<file path="src/rtl/judge_pkg.sv">
// Shared types, cell codes and the winning-line table for the board judge.
package judge_pkg;

  typedef enum logic [1:0] {
    RES_NONE = 2'b00,
    RES_P1   = 2'b01,
    RES_P2   = 2'b10,
    RES_DRAW = 2'b11
  } result_e;

  typedef enum logic [1:0] {
    IDLE   = 2'd0,
    SCAN   = 2'd1,
    FINISH = 2'd2
  } state_e;

  localparam logic [1:0] CELL_EMPTY = 2'b00;
  localparam logic [1:0] CELL_P1    = 2'b01;
  localparam logic [1:0] CELL_P2    = 2'b10;
  localparam logic [1:0] CELL_ILL   = 2'b11;

  localparam int NUM_CELLS = 9;
  localparam int NUM_LINES = 8;

  // Rows, columns, main diagonal, anti-diagonal; the order is the scan order.
  localparam logic [3:0] LINE_CELLS [NUM_LINES][3] = '{
    '{4'd0, 4'd1, 4'd2}, '{4'd3, 4'd4, 4'd5}, '{4'd6, 4'd7, 4'd8},
    '{4'd0, 4'd3, 4'd6}, '{4'd1, 4'd4, 4'd7}, '{4'd2, 4'd5, 4'd8},
    '{4'd0, 4'd4, 4'd8}, '{4'd2, 4'd4, 4'd6}
  };

  function automatic logic [1:0] cell_at(input logic [17:0] board, input logic [3:0] idx);
    return board[2*idx +: 2];
  endfunction

  // Both 00 and 11 count as empty, so a board full of illegal cells is never a draw.
  function automatic logic [3:0] count_empty(input logic [17:0] board);
    logic [3:0] n;
    n = 4'd0;
    for (int i = 0; i < NUM_CELLS; i++)
      if (board[2*i+1] == board[2*i]) n = n + 4'd1;
    return n;
  endfunction

  function automatic logic has_illegal(input logic [17:0] board);
    logic ill;
    ill = 1'b0;
    for (int i = 0; i < NUM_CELLS; i++)
      if (board[2*i +: 2] == CELL_ILL) ill = 1'b1;
    return ill;
  endfunction

  function automatic logic [8:0] line_mask(input logic [2:0] line);
    logic [8:0] m;
    m = '0;
    for (int j = 0; j < 3; j++) m[LINE_CELLS[line][j]] = 1'b1;
    return m;
  endfunction

endpackage

</file>
<file path="src/rtl/judge_line_eval.sv">
// Ownership test of one 3-cell line.
// Latency: combinational. Backpressure: none.
module judge_line_eval
  import judge_pkg::*;
#(
  parameter logic [1:0] P1_CODE = CELL_P1,
  parameter logic [1:0] P2_CODE = CELL_P2
) (
  input  logic [1:0] cell_a,
  input  logic [1:0] cell_b,
  input  logic [1:0] cell_c,
  output logic       own_p1,
  output logic       own_p2
);

  assign own_p1 = (cell_a == P1_CODE) && (cell_b == P1_CODE) && (cell_c == P1_CODE);
  assign own_p2 = (cell_a == P2_CODE) && (cell_b == P2_CODE) && (cell_c == P2_CODE);

endmodule

</file>
<file path="src/rtl/board_judge.sv">
// Sequential win/draw judge: snapshots the board, scans one line per cycle (optional win_mask: JUDGE_LINE_MASK_EN).
// Latency: trigger edge to done = 10 edges; one judgement per 10 cycles.
// Backpressure: start and board changes are ignored while busy, never queued.
module board_judge
  import judge_pkg::*;
#(
  parameter bit         AUTO_START = 1'b1,
  parameter logic [1:0] P1_CODE    = CELL_P1,
  parameter logic [1:0] P2_CODE    = CELL_P2
) (
  input  logic        clk,
  input  logic        rst,
  input  logic        start,
  input  logic [17:0] matrix,
  output logic        busy,
  output logic        done,
  output logic [1:0]  result,
  output logic [2:0]  win_line,
`ifdef JUDGE_LINE_MASK_EN
  output logic [8:0]  win_mask,
`endif
  output logic        error
);

  state_e      state;
  logic [17:0] snapshot;
  logic [2:0]  line_cnt;
  logic [3:0]  empty_cnt;
  logic        ill_seen;
  logic        own_found;
  logic        own_is_p2;
  logic [2:0]  own_idx;
  logic        err_both;
  logic        own_p1;
  logic        own_p2;
  logic        trigger;

  assign trigger = start || (AUTO_START && (matrix != snapshot));

  judge_line_eval #(
    .P1_CODE(P1_CODE),
    .P2_CODE(P2_CODE)
  ) u_line_eval (
    .cell_a(cell_at(snapshot, LINE_CELLS[line_cnt][0])),
    .cell_b(cell_at(snapshot, LINE_CELLS[line_cnt][1])),
    .cell_c(cell_at(snapshot, LINE_CELLS[line_cnt][2])),
    .own_p1(own_p1),
    .own_p2(own_p2)
  );

  always_ff @(posedge clk) begin
    if (rst) begin
      state     <= IDLE;
      snapshot  <= '0;
      line_cnt  <= '0;
      empty_cnt <= '0;
      ill_seen  <= 1'b0;
      own_found <= 1'b0;
      own_is_p2 <= 1'b0;
      own_idx   <= '0;
      err_both  <= 1'b0;
      busy      <= 1'b0;
      done      <= 1'b0;
      result    <= RES_NONE;
      win_line  <= '0;
      error     <= 1'b0;
`ifdef JUDGE_LINE_MASK_EN
      win_mask  <= '0;
`endif
    end else begin
      done <= 1'b0;
      case (state)
        IDLE: begin
          if (trigger) begin
            snapshot  <= matrix;
            busy      <= 1'b1;
            line_cnt  <= '0;
            empty_cnt <= count_empty(matrix);
            ill_seen  <= has_illegal(matrix);
            own_found <= 1'b0;
            own_is_p2 <= 1'b0;
            own_idx   <= '0;
            err_both  <= 1'b0;
            state     <= SCAN;
          end
        end
        SCAN: begin
          // The first owned line wins; a later line of the other player flags a corrupt board.
          if (own_p1 || own_p2) begin
            if (!own_found) begin
              own_found <= 1'b1;
              own_is_p2 <= own_p2;
              own_idx   <= line_cnt;
            end else if (own_is_p2 != own_p2) begin
              err_both <= 1'b1;
            end
          end
          line_cnt <= line_cnt + 3'd1;
          if (line_cnt == 3'd7) state <= FINISH;
        end
        FINISH: begin
          done     <= 1'b1;
          busy     <= 1'b0;
          win_line <= own_idx;
          error    <= ill_seen || err_both;
          if (own_found)             result <= own_is_p2 ? RES_P2 : RES_P1;
          else if (empty_cnt == 4'd0) result <= RES_DRAW;
          else                        result <= RES_NONE;
`ifdef JUDGE_LINE_MASK_EN
          win_mask <= own_found ? line_mask(own_idx) : 9'd0;
`endif
          state <= IDLE;
        end
        default: state <= IDLE;
      endcase
    end
  end

endmodule

</file>
<file path="config.mk">
export PLATFORM = sky130hd
export DESIGN_NAME = board_judge
export DESIGN_NICKNAME = d
export VERILOG_FILES = /design/src/rtl/judge_pkg.sv /design/src/rtl/judge_line_eval.sv /design/src/rtl/board_judge.sv
export SDC_FILE = /design/constraint.sdc
export NUM_CORES = 1
export LEC_CHECK = 0
export ABC_AREA = 1
export BUFFER_PORTS_ARGS = -buffer_cell sky130_fd_sc_hd__buf_2
export CAP_MARGIN = 20
export CORE_ASPECT_RATIO = 0.9
export CORE_MARGIN = 3
export CORE_UTILIZATION = 42
export CTS_CLUSTER_SIZE = 10
export DETAILED_ROUTE_END_ITERATION = 16
export PLACE_DENSITY_LB_ADDON = 0.1
export SLEW_MARGIN = 15
export SYNTH_ARGS = -nofsm -noshare
export SYNTH_HDL_FRONTEND = slang
export SYNTH_HIERARCHICAL = 1
export SYNTH_SLANG_ARGS = --single-unit
</file>
<file path="constraint.sdc">
create_clock -name clk -period 4.15 [get_ports clk]
set_input_delay 0.2075 -clock clk [delete_from_list [all_inputs] [get_ports clk]]
set_output_delay 0.2075 -clock clk [all_outputs]
set_load 0.01 [all_outputs]
</file>
==> results.ini, run 1 <==
[placement]
io_buffers=28
placedCellCount=611
place_hpwl_um=6560
gp_congestion=0.878

[setup_path]
start_kind=input pin
path_class=in2reg
cp.required_ns=4.32
arrival_ns=4.00
crit_path_max_fanout=3
end_kind=register

[logic_synthesis]
synth-compound-area-share_pct=18.1
muxShareOfSynthArea_pct=0
ys_warn_count=6
synth_top_family_by_area=simple AND/OR/NAND/NOR gates
yosys.area_share.adder_pct=8.29
synth-edff-count=0
synth_cells=493
ys_types=37
ys_ff_latch=42
synth_seq_area_share_pct=26.5
yosys.area_share.simple_pct=34.4
syn-num-nets=535
avgSynthCellArea_um2=6.43
synth_ff_type=dfxtp_1
syn_area_um2=3170
synth_xor_area_share_pct=2.21
synthArstFlopShare_pct=0

[power_and_ir_drop]
total_power_mw=1.31
powerDensity_nw_per_um2=370
leakage_nw=1.72
worst_ir_drop_vdd_v=0.000172

[timing]
fin_crit_sh_pct=92.1
setup_viol_count_final=0
rsz0062_at_grt=no
tightest_slew_ns=0.750
hold_viol_final=0
final_max_slew_viol_count=0
clock.fmax_mhz=262
skew_ns=0.0101
relSlewSlack_pct=49.9
period_needed_ns=3.82

[finish]
layout-drive-gt1-share_pct=13.9
syn_to_final_growth_pct=12.0
mostFrequentLayoutCells=115 x nand2_1, 71 x inv_1, 45 x nand3_1
instances_no_fill=619
nets=567
fillers=773
utilization_pct=49.4
mostFrequentLayoutCell=nand2_1
num_antenna_cells=0

[die]
rows=29
fp.dieArea_um2=8620
die_h_um=88.4
die_x_um=97.6
ios=29
core-area_um2=7180
start_util_pct=44.1

[global_routing]
grt_pass1_vias=3059
antenna_found_initial=0
grt_overflow_total=0
grt_max_degree=21
grt_use_total_pct=19.8
grt_pass1_wl_um=14100

[drt]
ant_nets=0
vias=3212
routed_wl_um=8160
drc=0
vias_per_cell=5.19
first_pass_iters=4
drtIter0Drc=166
wire_per_inst_um=13.2

[worst_hold_path]
hold_path.class=in2reg

[cts]
numCtsBuffers=5
clock_path_buffers=2
postCtsSetupBuffers=0
cts.sinks=42
clk_pin_slew_ns=0.09
root_buffer=clkbuf_8
cts.repair.resized=0
h-tree-depth=2
cts_hold_buf=0
insertion_delay_ns=0.30
cts_tree=yes

[status]
outcome=complete, no violations

[job]
drv_cap=0

[synth_stat cells (6+ instances only)]
| cell | instances | area, um^2 |
|---|---|---|
| o21ai_0 | 39 | 195 |
| nand2_2 | 9 | 56.3 |
| inv_1 | 71 | 267 |
| ha_1 | 21 | 263 |
| nand3_1 | 45 | 225 |
| nand2_1 | 115 | 432 |
| a21oi_1 | 23 | 115 |
| o22ai_1 | 20 | 125 |
| nor2_1 | 35 | 131 |
| clkbuf_1 | 6 | 22.5 |
| inv_2 | 6 | 22.5 |
| dfxtp_1 | 42 | 841 |
[cell families (layout without fill, tap and decap cells)]
| family | Yosys count | in the layout |
|---|---|---|
| compound gates | 100 | 100 |
| flops | 42 | 42 |
| simple gates | 235 | 235 |
| buf+inv | 87 | 120 |
| xor+xnor | 8 | 8 |
| fa+ha+maj | 21 | 21 |
[final timing paths]
check                                 start            to  slack (ns)  depth (start not counted)
worst min register to register   own_idx[0]    own_idx[0]        0.46                          2
worst max register to register  line_cnt[0]    own_idx[0]        0.75                         19
worst min-delay path              matrix[2]   snapshot[2]        0.15                          3
worst max-delay path              matrix[2]  empty_cnt[1]        0.33                         26
[critical path: stages]
cell     delay [ns]
buf_2          0.12
ha_1           0.30
inv_1          0.06
ha_1           0.33
inv_1          0.08
nand2_2        0.08
nand2_4        0.08
inv_1          0.04
ha_1           0.27
or2_2          0.28
nand2_1        0.09
nand2_1        0.05
nand3_1        0.09
nand2_1        0.09
ha_1           0.29
or2_2          0.28
nand3_1        0.09
nand3_1        0.09
nand2_1        0.09
inv_1          0.05
ha_1           0.27
nand2_1        0.06
nand2_1        0.07
ha_1           0.29
o21ai_0        0.15
o22ai_1        0.08
[where the power goes]
part	leakage [nW]	switching [mW]	internal (mW)
logic	1.32	0.326	0.190
registers	0.345	0.0198	0.432
clock network	0.0563	0.160	0.183
total	1.72	0.506	0.806
[metrics by stage]
step                      setup slack, ns  cell area [um^2]  setup TNS, ns  hold slack, ns
after CTS                           0.317              3550              0           0.145
after detailed placement         -0.00364              3430       -0.00364           0.450
after global placement             0.0855              3430              0           0.447
after floorplan                     0.195              3170              0           0.277
after global routing               0.0349              3550              0           0.160
final                               0.326              3550              0           0.148
[per-layer routing]
metal / vias to the layer above / global-route usage, % / part of all wire (%)
li1: 1699 / - / -
met1: 1452 / 26.4 / 50
met2: 52 / 33.9 / 45
met3: 9 / 3.23 / 3.6
met4: 0 / 5.03 / 1.5
met5: - / 0 / 0
[final cells by class]
cell class / instances / area, um^2 / area share (%)
sequential: 42 / 841 / 23.7
clock buffer: 5 / 68.8 / 1.94
clock inverter: 3 / 48.8 / 1.38
tap: 93 / 116 / 3.28
timing repair buffer: 34 / 185 / 5.22
inverter: 78 / 293 / 8.25
multi-input combinational: 364 / 1990 / 56.2
[flip-flops by register name (all words and copies together), names as in the netlist]
register / cells
busy: 1
done: 1
empty_cnt: 4
err_both: 1
error: 1
ill_seen: 1
line_cnt: 3
own_found: 1
own_idx: 3
own_is_p2: 1
result: 2
snapshot: 18
state: 2
win_line: 3
Power figures use the tool's default switching activity.
==> run 2: changes to the inputs <==
Settings changed: CELL_PAD_IN_SITES_DETAIL_PLACEMENT set to 0, CELL_PAD_IN_SITES_GLOBAL_PLACEMENT set to 1, CORE_UTILIZATION 42 to 38.
==> results.ini, run 2 (same netlist as run 1, synthesis figures left out) <==
[timing]
rsz0062_at_grt=no  ; unchanged
setup_viol_count_final=0  ; unchanged
period_needed_ns=3.80  ; was 3.82 ns
fin_crit_sh_pct=91.6  ; was 92.1%
final_max_slew_viol_count=0  ; unchanged
clock.fmax_mhz=263  ; was 262 MHz
hold_viol_final=0  ; unchanged
skew_ns=0.00630  ; was 0.0101 ns
tightest_slew_ns=0.771  ; was 0.750 ns
relSlewSlack_pct=48.5  ; was 49.9%
finalSetupTns_ns=0  ; unchanged

[finish]
mostFrequentLayoutCells=115 x nand2_1, 71 x inv_1, 45 x nand3_1  ; unchanged
top_register=snapshot  ; unchanged
layout-drive-gt1-share_pct=13.7  ; was 13.9%
syn_to_final_growth_pct=11.8  ; was 12.0%
design_area_um2=3540  ; was 3550 um^2
reg_top3=snapshot x18, empty_cnt x4  ; unchanged
num_antenna_cells=0  ; unchanged
mostFrequentLayoutCell=nand2_1  ; unchanged
instances_no_fill=622  ; was 619
nets=567  ; unchanged
largest_reg_flops=18  ; unchanged

[drt]
drc=0  ; unchanged
drtIter0Drc=149  ; was 166
ant_nets=0  ; unchanged
routed_wl_um=8540  ; was 8160 um
vias_per_cell=5.15  ; was 5.19
first_pass_iters=4  ; unchanged
wire_per_inst_um=13.7  ; was 13.2 um
vias=3204  ; was 3212

[global_routing]
grt_overflow_total=0  ; unchanged
grt_use_total_pct=18.4  ; was 19.8%
antenna_found_initial=0  ; unchanged
grt_pass1_vias=2851  ; was 3059
grt_max_degree=21  ; unchanged
grt_pass1_wl_um=13900  ; was 14100 um

[cts]
cts_hold_buf=0  ; unchanged
clock_path_buffers=2  ; unchanged
h-tree-depth=2  ; unchanged
numCtsBuffers=5  ; unchanged
cts_tree=yes  ; unchanged
postCtsSetupBuffers=0  ; unchanged
root_buffer=clkbuf_8  ; unchanged
cts.repair.resized=0  ; unchanged
clk_pin_slew_ns=0.09  ; about the same
insertion_delay_ns=0.30  ; about the same
cts.sinks=42  ; unchanged

[power_and_ir_drop]
worst_ir_drop_vdd_v=0.000183  ; was 0.000172 V
leakage_nw=1.72  ; about the same
total_power_mw=1.31  ; about the same
powerDensity_nw_per_um2=370  ; about the same

[die]
die_x_um=102  ; was 97.6 um
die_h_um=92.6  ; was 88.4 um
fp.dieArea_um2=9470  ; was 8620 um^2
start_util_pct=40.6  ; was 44.1%
core-area_um2=7810  ; was 7180 um^2
rows=30  ; was 29
ios=29  ; unchanged

[setup_path]
start_kind=input pin  ; unchanged
path_class=in2reg  ; unchanged
arrival_ns=3.97  ; was 4.00 ns
crit_path_max_fanout=5  ; was 3
end_kind=register  ; unchanged
cp.required_ns=4.31  ; was 4.32 ns

[worst_hold_path]
hold_path.class=in2reg  ; unchanged

[job]
drv_cap=0  ; unchanged

[placement]
gp_congestion=0.814  ; was 0.878
placedCellCount=614  ; was 611
place_hpwl_um=6780  ; was 6560 um
io_buffers=28  ; unchanged
placed_area_um2=3430  ; about the same

[status]
outcome=complete, no violations  ; unchanged

## run 2: cell types whose count changed in the layout (fill, tap and decap cells not counted)
cell and change:
clkbuf_1 +1, inv_8 -1, o21ai_1 +1, o21ai_0 -1
## run 2: layout make-up
cell class / instances / area (um^2)
clock inverters: 2 / 37.5
fillers: 833 / 4260
flip-flops and latches: 42 / 841
well taps: 96 / 120
clock buffers: 6 / 72.6
multi-input cells: 364 / 1990
inverters: 78 / 293
repair buffers: 34 / 185
## run 2: routing by layer
metal	GRT usage, %	share of wire [%]
met3	2.79	3.6
met1	28.6	54
met2	26.6	41
met4	3.61	0.97
met5	0	0
## run 2: worst paths after layout
| check | start | endpoint | slack (ns) | cells past startpoint |
|---|---|---|---|---|
| max | matrix[1] | empty_cnt[1] | 0.35 | 26 |
| min | matrix[2] | snapshot[2] | 0.15 | 3 |
| max reg2reg | line_cnt[1] | own_idx[1] | 0.72 | 17 |
| min reg2reg | err_both | err_both | 0.46 | 2 |
## run 2: critical path: stages
cell	delay [ns]
buf_2	0.11
ha_1	0.28
inv_1	0.06
ha_1	0.34
inv_1	0.08
nand2_2	0.07
nand2_4	0.09
inv_1	0.04
ha_1	0.27
or2_2	0.29
nand2_1	0.09
nand2_1	0.05
nand3_1	0.10
nand2_1	0.08
ha_1	0.29
or2_2	0.28
nand3_1	0.09
nand3_1	0.09
nand2_1	0.10
inv_1	0.05
ha_1	0.27
nand2_1	0.06
nand2_1	0.06
ha_1	0.29
o21ai_1	0.12
o22ai_1	0.08
## run 2: stage by stage
stage	hold slack (ns)	util [%]	setup WS, ns
after floorplan	0.277	-	0.195
after CTS	0.149	45.4	0.328
after global routing	0.154	45.4	0.0224
final	0.149	45.4	0.347
after global placement	0.443	44.0	0.0587
after detailed placement	0.443	44.0	0.0238
## run 2: report_power, final
group | switching (mW) | total [mW] | internal (mW)
sequential | 0.0197 | 0.452 | 0.432
combinational | 0.332 | 0.523 | 0.192
clock | 0.155 | 0.335 | 0.180
==> run 3: changes to the inputs <==
Settings changed: CELL_PAD_IN_SITES_DETAIL_PLACEMENT 0 to 1, CELL_PAD_IN_SITES_GLOBAL_PLACEMENT 1 to 2, CORE_UTILIZATION 38 to 30, RECOVER_POWER set to 50, SETUP_SLACK_MARGIN set to 0.1.
==> results.ini, run 3 (same netlist as run 1, synthesis figures left out) <==
[setup_path]
cp_slowest_cell=ha_1  ; unchanged
arrival_ns=3.96  ; was 3.97 ns
rrSetupSlack_ns=0.65  ; was 0.72 ns
crit_top_cell=nand2_1
cp.required_ns=4.30  ; was 4.31 ns
start_kind=input pin  ; unchanged
end_kind=register  ; unchanged
path_class=in2reg  ; unchanged
reg2regPathDepth=17  ; unchanged
cpPeakStageDelay_ns=0.31  ; was 0.34 ns
crit_path_max_fanout=5  ; unchanged

[power_and_ir_drop]
switching_share_pct=37.1  ; was 38.7%
powerDensity_nw_per_um2=398  ; was 370 nW/um^2
power_frac_comb_pct=37.6  ; was 39.9%
clockPowerShare_pct=31.3  ; was 25.6%
total_power_mw=1.45  ; was 1.31 mW
power.switching_mw=0.538  ; was 0.507 mW
worst_ir_drop_vdd_v=0.000141  ; was 0.000183 V
seqPwrFrac_pct=31.1  ; was 34.5%
internal_power_mw=0.915  ; was 0.804 mW
leakage_nw=1.72  ; about the same

[cts]
clock_path_buffers=2  ; unchanged
cts.repair.resized=0  ; unchanged
postCtsSetupBuffers=0  ; unchanged
root_buffer=clkbuf_16  ; was clkbuf_8
cts_tree=yes  ; unchanged
h-tree-depth=2  ; unchanged
insertion_delay_ns=0.29  ; was 0.30 ns
numCtsBuffers=5  ; unchanged
cts.sinks=42  ; unchanged
cts_hold_buf=0  ; unchanged
clk_pin_slew_ns=0.06  ; was 0.09 ns

[timing]
worst_slack_ns=0.336  ; was 0.347 ns
skew_ns=0.00463  ; was 0.00630 ns
setup_viol_count_final=0  ; unchanged
hold_ws_ns=0.169  ; was 0.149 ns
clock.fmax_mhz=262  ; was 263 MHz
final_max_slew_viol_count=0  ; unchanged
fin_crit_sh_pct=91.9  ; was 91.6%
hold_viol_final=0  ; unchanged
rsz0062_at_grt=no  ; unchanged
relSlewSlack_pct=48.3  ; was 48.5%
period_needed_ns=3.81  ; was 3.80 ns
tightest_slew_ns=0.774  ; was 0.771 ns

[die]
rows=34  ; was 30
die_h_um=103  ; was 92.6 um
ios=29  ; unchanged
die_x_um=114  ; was 102 um
start_util_pct=31.7  ; was 40.6%
core-area_um2=10000  ; was 7810 um^2
fp.dieArea_um2=11800  ; was 9470 um^2

[placement]
io_buffers=28  ; unchanged
place_hpwl_um=8050  ; was 6780 um
placed_area_um2=3490  ; was 3430 um^2
gp_congestion=0.847  ; was 0.814
placedCellCount=646  ; was 614
pre_cts_ws_ns=-0.0850  ; was 0.0238 ns

[finish]
fillers=1324  ; was 833
reg_top3=snapshot x18, empty_cnt x4  ; unchanged
multi_input_area_um2=2010  ; was 1990 um^2
design_area_um2=3650  ; was 3540 um^2
largest_reg_flops=18  ; unchanged
nets=569  ; was 567
syn_to_final_growth_pct=15.4  ; was 11.8%
mostFrequentLayoutCells=115 x nand2_1, 69 x inv_1, 45 x nand3_1  ; was 115 x nand2_1, 71 x inv_1, 45 x nand3_1
instances_no_fill=654  ; was 622
layout-drive-gt1-share_pct=13.1  ; was 13.7%
final-seq-area_um2=841  ; unchanged
num_antenna_cells=0  ; unchanged
mostFrequentLayoutCell=nand2_1  ; unchanged
top_register=snapshot  ; unchanged

[global_routing]
grt_pass1_vias=3230  ; was 2851
grt_pass1_wl_um=16100  ; was 13900 um
grt_max_degree=21  ; unchanged
grt_overflow_total=0  ; unchanged
grt_use_total_pct=17.3  ; was 18.4%
antenna_found_initial=0  ; unchanged

[worst_hold_path]
min_path_cells=2  ; was 3
hold_path.class=in2reg  ; unchanged

[drt]
vias_per_cell=5.02  ; was 5.15
drc=0  ; unchanged
routed_wl_um=9930  ; was 8540 um
ant_nets=0  ; unchanged
wire_per_inst_um=15.2  ; was 13.7 um
first_pass_iters=4  ; unchanged
drtIter0Drc=113  ; was 149
vias=3283  ; was 3204

[job]
drv_cap=0  ; unchanged

[status]
outcome=complete, no violations  ; unchanged

## run 3: layer usage
metal  GRT usage [%]  vias up  routed length (um)
met2            26.4       45                4110
met4            3.29        0                  68
met3            2.73        6                 315
met5               0        -                   0
met1            25.8     1527                5440
li1                -     1705                   -
## run 3: final cells by class
class / count / share of cell area (%)
inverters: 78 / 8.01
clock buffers: 6 / 3.53
multi-input cells: 364 / 54.9
clock inverters: 2 / 1.03
flip-flops and latches: 42 / 23.0
well taps: 126 / 4.31
repair buffers: 36 / 5.20
## run 3: critical path, delay by kind of cell
| kind | cells | cell delay, ns |
|---|---|---|
| AO/OA/AOI/OAI | 2 | 0.20 |
| AND/OR/NAND/NOR | 13 | 1.51 |
| adder cells (fa/ha/maj) | 6 | 1.69 |
| buffers and inverters | 5 | 0.36 |
## run 3: power groups by stage
stage	combinational, mW	clock [mW]	sequential (mW)
floorplan	0.395	0	0.455
global placement	0.529	0	0.461
detailed placement	0.540	0	0.462
CTS	0.545	0.467	0.453
global route	0.625	0.485	0.456
finish	0.546	0.455	0.452
## run 3: stage by stage
step,util (%),TNS (ns)
after CTS,36.5,0
after global placement,34.9,0
final,36.6,0
after global routing,36.6,0
after detailed placement,34.9,-0.0850
after floorplan,-,0
## run 3: final timing paths
check,from,to
hold reg to reg,own_idx[0],own_idx[0]
setup reg to reg,line_cnt[1],own_idx[0]
hold / removal,rst,line_cnt[2]
setup / recovery,matrix[0],empty_cnt[1]
